File: src/rtl/keypad_pkg.sv
// Shared types and key legend for the 4x4 keypad scanner.
package keypad_pkg;

    typedef enum logic [1:0] {SCAN, DEBOUNCE, PRESSED} state_t;

    localparam logic [3:0] KEY_BKSP  = 4'hA;
    localparam logic [3:0] KEY_CLR   = 4'hB;
    localparam logic [3:0] KEY_ENTER = 4'hC;

    // '*' reads as E and '#' as F on the bottom row
    function automatic logic [3:0] legend(input logic [1:0] row_idx, input logic [1:0] col_idx);
        logic [3:0] code;
        case ({row_idx, col_idx})
            4'b00_00: code = 4'h1;
            4'b00_01: code = 4'h2;
            4'b00_10: code = 4'h3;
            4'b00_11: code = 4'hA;
            4'b01_00: code = 4'h4;
            4'b01_01: code = 4'h5;
            4'b01_10: code = 4'h6;
            4'b01_11: code = 4'hB;
            4'b10_00: code = 4'h7;
            4'b10_01: code = 4'h8;
            4'b10_10: code = 4'h9;
            4'b10_11: code = 4'hC;
            4'b11_00: code = 4'hE;
            4'b11_01: code = 4'h0;
            4'b11_10: code = 4'hF;
            default:  code = 4'hD;
        endcase
        return code;
    endfunction

endpackage

File: src/rtl/ms_tick_gen.sv
// Free-running divider producing a one-cycle tick every SCAN_DIV clocks.
module ms_tick_gen #(
    parameter int SCAN_DIV = 50_000
) (
    input  logic clk,
    input  logic rst,
    output logic tick
);

    localparam int DIV_W = (SCAN_DIV > 1) ? $clog2(SCAN_DIV) : 1;

    logic [DIV_W-1:0] div;

    always_ff @(posedge clk or posedge rst) begin
        if (rst)
            div <= '0;
        else if (div == DIV_W'(SCAN_DIV - 1))
            div <= '0;
        else
            div <= div + DIV_W'(1);
    end

    assign tick = (div == DIV_W'(SCAN_DIV - 1));

endmodule

File: src/rtl/keypad_entry.sv
// 4x4 keypad scanner with debounce and 6-digit BCD entry register.
// Optional auto-repeat of digit/backspace keys when KEY_REPEAT_EN is defined.
module keypad_entry
    import keypad_pkg::*;
#(
    parameter int SCAN_DIV    = 50_000,
    parameter int DEBOUNCE_MS = 20,
    parameter int REPEAT_DLY  = 500,
    parameter int REPEAT_RATE = 100
) (
    input  logic        clk,
    input  logic        rst,
    input  logic [3:0]  row,
    output logic [3:0]  col,
    output logic        key_valid,
    output logic [3:0]  key_code,
    output logic [23:0] num,
    output logic        num_valid
);

    localparam int CNT_W = $clog2(DEBOUNCE_MS + 1);

    // The repeat reload value is REPEAT_DLY-REPEAT_RATE, so the rate may not exceed the delay
    if (DEBOUNCE_MS < 2 || REPEAT_RATE < 1 || REPEAT_RATE > REPEAT_DLY) begin : g_bad_cfg
        $error("keypad_entry: invalid timing parameters");
    end

    function automatic logic [1:0] low_row(input logic [3:0] r);
        logic [1:0] idx;
        idx = 2'd3;
        for (int i = 3; i >= 0; i--)
            if (!r[i]) idx = 2'(i);
        return idx;
    endfunction

    function automatic logic [1:0] col_idx(input logic [3:0] c);
        case (c)
            4'b1110: col_idx = 2'd0;
            4'b1101: col_idx = 2'd1;
            4'b1011: col_idx = 2'd2;
            default: col_idx = 2'd3;
        endcase
    endfunction

    logic             tick;
    logic [3:0]       rs_p0, rs;
    state_t           state;
    logic [3:0]       cap;
    logic [CNT_W-1:0] cnt, rcnt;
    logic             vld_p0;
    logic [3:0]       code_p0;
    logic             accept;
    logic [3:0]       col_rot;

    ms_tick_gen #(.SCAN_DIV(SCAN_DIV)) u_tick (
        .clk  (clk),
        .rst  (rst),
        .tick (tick)
    );

    // Stage p0: row synchronizer, idles at "no key" so reset never fakes a press
    always_ff @(posedge clk or posedge rst) begin
        if (rst) begin
            rs_p0 <= 4'hF;
            rs    <= 4'hF;
        end else begin
            rs_p0 <= row;
            rs    <= rs_p0;
        end
    end

    assign accept  = tick && (state == DEBOUNCE) && (rs == cap) && (cnt == CNT_W'(DEBOUNCE_MS - 1));
    assign col_rot = {col[2:0], col[3]};

    always_ff @(posedge clk) begin
        if (accept)
            code_p0 <= legend(low_row(cap), col_idx(col));
    end

`ifdef KEY_REPEAT_EN
    localparam int HLD_W = $clog2(REPEAT_DLY + 1);
    logic [HLD_W-1:0] hcnt;
    logic             rpt_key;

    assign rpt_key = (code_p0 <= 4'd9) || (code_p0 == KEY_BKSP);
`endif

    // Stage p1: scan FSM, advances only on tick
    always_ff @(posedge clk or posedge rst) begin
        if (rst) begin
            state  <= SCAN;
            col    <= 4'b1110;
            cap    <= 4'hF;
            cnt    <= '0;
            rcnt   <= '0;
            vld_p0 <= 1'b0;
`ifdef KEY_REPEAT_EN
            hcnt   <= '0;
`endif
        end else begin
            vld_p0 <= 1'b0;
            if (tick) begin
                case (state)
                    SCAN: begin
                        if (rs == 4'hF) begin
                            col <= col_rot;
                        end else begin
                            cap   <= rs;
                            cnt   <= CNT_W'(1);
                            state <= DEBOUNCE;
                        end
                    end
                    DEBOUNCE: begin
                        if (rs != cap) begin
                            state <= SCAN;
                            col   <= col_rot;
                            cnt   <= '0;
                        end else if (accept) begin
                            state  <= PRESSED;
                            cnt    <= '0;
                            rcnt   <= '0;
                            vld_p0 <= 1'b1;
`ifdef KEY_REPEAT_EN
                            hcnt   <= '0;
`endif
                        end else begin
                            cnt <= cnt + CNT_W'(1);
                        end
                    end
                    PRESSED: begin
                        if (rs == 4'hF) begin
                            if (rcnt == CNT_W'(DEBOUNCE_MS - 1)) begin
                                state <= SCAN;
                                col   <= col_rot;
                                rcnt  <= '0;
                            end else begin
                                rcnt <= rcnt + CNT_W'(1);
                            end
                        end else begin
                            rcnt <= '0;
                        end
`ifdef KEY_REPEAT_EN
                        if (rs == cap && rpt_key) begin
                            if (hcnt == HLD_W'(REPEAT_DLY - 1)) begin
                                vld_p0 <= 1'b1;
                                hcnt   <= HLD_W'(REPEAT_DLY - REPEAT_RATE);
                            end else begin
                                hcnt <= hcnt + HLD_W'(1);
                            end
                        end else begin
                            hcnt <= '0;
                        end
`endif
                    end
                    default: state <= SCAN;
                endcase
            end
        end
    end

    // Stage p2: event outputs and BCD entry register
    always_ff @(posedge clk or posedge rst) begin
        if (rst) begin
            key_valid <= 1'b0;
            key_code  <= 4'h0;
            num       <= 24'h0;
            num_valid <= 1'b0;
        end else begin
            key_valid <= vld_p0;
            num_valid <= vld_p0 && (code_p0 == KEY_ENTER);
            if (vld_p0) begin
                key_code <= code_p0;
                if (code_p0 <= 4'd9)
                    num <= {num[19:0], code_p0};
                else if (code_p0 == KEY_BKSP)
                    num <= {4'h0, num[23:4]};
                else if (code_p0 == KEY_CLR)
                    num <= 24'h0;
            end
        end
    end

endmodule
File: config.mk
export PLATFORM = sky130hd
export DESIGN_NAME = keypad_entry
export DESIGN_NICKNAME = d
export VERILOG_FILES = /design/src/rtl/keypad_pkg.sv /design/src/rtl/ms_tick_gen.sv /design/src/rtl/keypad_entry.sv
export SDC_FILE = /design/constraint.sdc
export NUM_CORES = 1
export LEC_CHECK = 0
export CAP_MARGIN = 5
export CELL_PAD_IN_SITES_DETAIL_PLACEMENT = 1
export CELL_PAD_IN_SITES_GLOBAL_PLACEMENT = 1
export CORE_MARGIN = 2
export CORE_UTILIZATION = 48
export DETAILED_ROUTE_END_ITERATION = 10
export GPL_TIMING_DRIVEN = 0
export PLACE_DENSITY_LB_ADDON = 0.1
export SYNTH_ARGS = -nofsm -noshare
export SYNTH_HDL_FRONTEND = slang
export SYNTH_SLANG_ARGS = --single-unit
File: constraint.sdc
create_clock -name clk -period 3.65 [get_ports clk]
set_clock_uncertainty 0.15 [all_clocks]
set_input_delay 0.365 -clock clk [delete_from_list [all_inputs] [get_ports clk]]
set_output_delay 0.365 -clock clk [all_outputs]
set_load 0.05 [all_outputs]
==> run metrics <==
share of synthesized registers carrying an async set or reset 0.9494; Seq/Total Area, Yosys 0.5553; Die Ht 90.96 um; port buffer count 39; fin. max-slew vios 0; GRT overflow 0; Net Switching 328.1 uW; Synth Flop Type dfrtp_1; share of total power in the clock network 0.426; MaxCap Viol Count 0; drt total wl 8246 um; Worst setup SP type register; I/O Pins 40; design area 4375 um^2; power per cell area 366.5 nW/um^2; TritonCTS clock tree yes; critical path type reg -> reg; Residual DRC 0; fin crit share 0.7074; Final ANT Viol Nets 0; sequential power share 0.556; Final Critical Period 2.582 ns; CTS max path bufs 2; Finish-stage setup viols 0; Mean Syn Cell Area 10.90 um^2; Fin Setup TNS 0 ns; cell taking the most area after synthesis dfrtp_1; slew at the pin with the worst max-slew slack 0.6729 ns; # hold bufs at CTS 0; CP Capture Type register; worst path required time 3.74 ns; leading post-synthesis cells by cell area dfrtp_1 41%, dfstp_2 11%, nor2_1 5.7%; Post-Syn Area 3630 um^2; Yosys warnings 0; Sw Share 0.2046; mean routed wirelength per cell 16.93 um; antenna fix cells 0; Internal Dissipation 1.276 mW; number of register bits inferred by synthesis 79; layout cells sized above 1 0.1314; clock sink count 79; clk_lat worst skew 0.35 ns; status finished, final reports clean; Max Clk Rate 387.3 MHz; Comb pwr share 0.018; Pre-Repair DR Iteration Count 4; CTS Buf Count 9; Detailed Place HPWL 5687 um; syn nets 344; first-pass GRT wire length 14350 um; dpl cell area 4174 um^2; Initial Utilization 0.4978; maximum VDD drop 0.2170 mV; initial antenna violation count 0; Final nets 395; multi-input combinational cell area 1518 um^2; Leakage Power 1.860 nW; placer congestion estimate 0.8167; number of H-tree levels 3; die area 8274 um^2; final core occ 0.6000; most common cell after layout, fill and taps aside dfrtp_1; drt first-iter violations 119; worst slack at placement 1.092 ns; Area Overhead vs Synth 20.54%; clock transition at the registers of the reported paths 0.08 ns; flip-flop and latch area 2016 um^2; core footprint 7292 um^2; setup repair bufs after CTS 0; largest net degree at the start of global routing 65; fillers 820; vias in the first global route 2887; top cell type's share of synthesized area 0.4137; Total Routing Usage GR 0.2170; post_cts resized 0; Die X 90.96 um; Min-Delay Path Class in -> async; worst rel slew slack 0.5480; Post-Syn Instances 333; crit path max fanout 9; total power 1.604 mW; Post-synth EDFFs 4; Via Count 2799; Yosys cell types 51; most frequent cells in the layout 60 x dfrtp_1, 55 x nor2_1, 39 x clkdlybuf4s50_1, 18 x nand2_1, 17 x a221oi_1; endpoints failing hold 0; unrepaired setup endpoints after global routing false; final setup margin 1.068 ns; crit path DAT 2.67 ns; Root Buffer clkbuf_8; vias per inst 5.747; Rows 31
-- state kept, by name, indices dropped and copies added (netlist names) --
register and count:
rcnt 5, num_valid 1, key_valid 1, num 24, rs 4, cnt 5, key_code 4, col 4
code_p0 4, cap 4, vld_p0 1, rs_p0 4, state 2, u_tick.div 16
-- cell families (layout without fill, tap and decap cells) --
logic type | Yosys count | count (layout) | synth area share
xor gates and xnor gates | 17 | 17 | 0.04102
DFF | 79 | 79 | 0.5553
buffers and inverters | 25 | 80 | 0.02654
AOI/OAI and AO/OA | 64 | 64 | 0.1313
adders and majority gates | 5 | 5 | 0.01724
muxes | 12 | 12 | 0.03723
and+or+nand+nor | 131 | 131 | 0.1913
-- cells in the mapped netlist (2+ instances only) --
library cell  instances
a21oi_1               4
xor2_1                8
a31oi_1               2
nand4b_1              2
buf_2                 2
nor2_1               55
and3_1                4
a221oi_1             17
o21ai_0               9
edfxtp_1              4
nand2b_1              6
dfstp_2              15
and4bb_2              4
mux2_2               10
nor2b_1               3
nand2_1              18
nand3_1              13
nand4_1               8
o211ai_1              4
inv_1                11
or4_1                 2
o21ai_1               5
clkbuf_1             12
o31ai_1               3
ha_1                  5
a21o_1                2
a22o_1                8
dfrtp_1              60
xnor2_1               9
mux2_1                2
nor3_1                6
-- cell type report --
class                   count  share of cell area
clock buffers              10             0.02917
plain buffers              14             0.01258
clock inverters             5             0.01687
multi-input cells         229              0.3469
well taps                  99             0.02831
repair buffers             40             0.09551
flip-flops and latches     79              0.4607
inverters                  11             0.01001
-- worst max-delay path: stages (launching register included) --
cell and delay (ns):
dfstp_2 0.52, clkbuf_1 0.28, xnor2_1 0.18, nand4_1 0.37, nor2b_1 0.29, o21ai_2 0.29, mux2_2 0.38
-- power groups by stage --
stage	logic (mW)	registers [mW]	clock network, mW
CTS	0.0309	0.891	0.704
floorplan	0.0154	0.907	0
global route	0.0338	0.892	0.730
detailed placement	0.0308	0.908	0
global placement	0.0258	0.908	0
finish	0.0294	0.891	0.683
-- stage by stage --
stage / hold WS, ns / std cells
floorplan: 0.1952 / 333
global placement: 0.1958 / 471
detailed placement: 0.1979 / 472
CTS: 0.1198 / 487
global route: 0.1421 / 487
finish: 0.1297 / 487
-- worst paths after layout --
kind,slack (ns),depth (start not counted),startpoint,endpoint
worst max-delay path,1.07,6,cap[1],col[0]
worst min-delay path,0.13,2,rst,num[0]
worst max register to register,1.07,6,cap[1],col[0]
worst min register to register,0.20,0,rs_p0[0],rs[0]
max in group asynchronous,2.61,3,rst,rs_p0[0]
min in group clk,0.20,0,rs_p0[0],rs[0]
-- metal layers --
metal,track usage,vias to the layer above,share of wire
met5,0,-,0
met4,0.1010,0,0.022
met3,0.03817,13,0.032
met2,0.3395,63,0.48
met1,0.2955,1416,0.47
li1,-,1307,-
(Power assumes the default switching activity.)
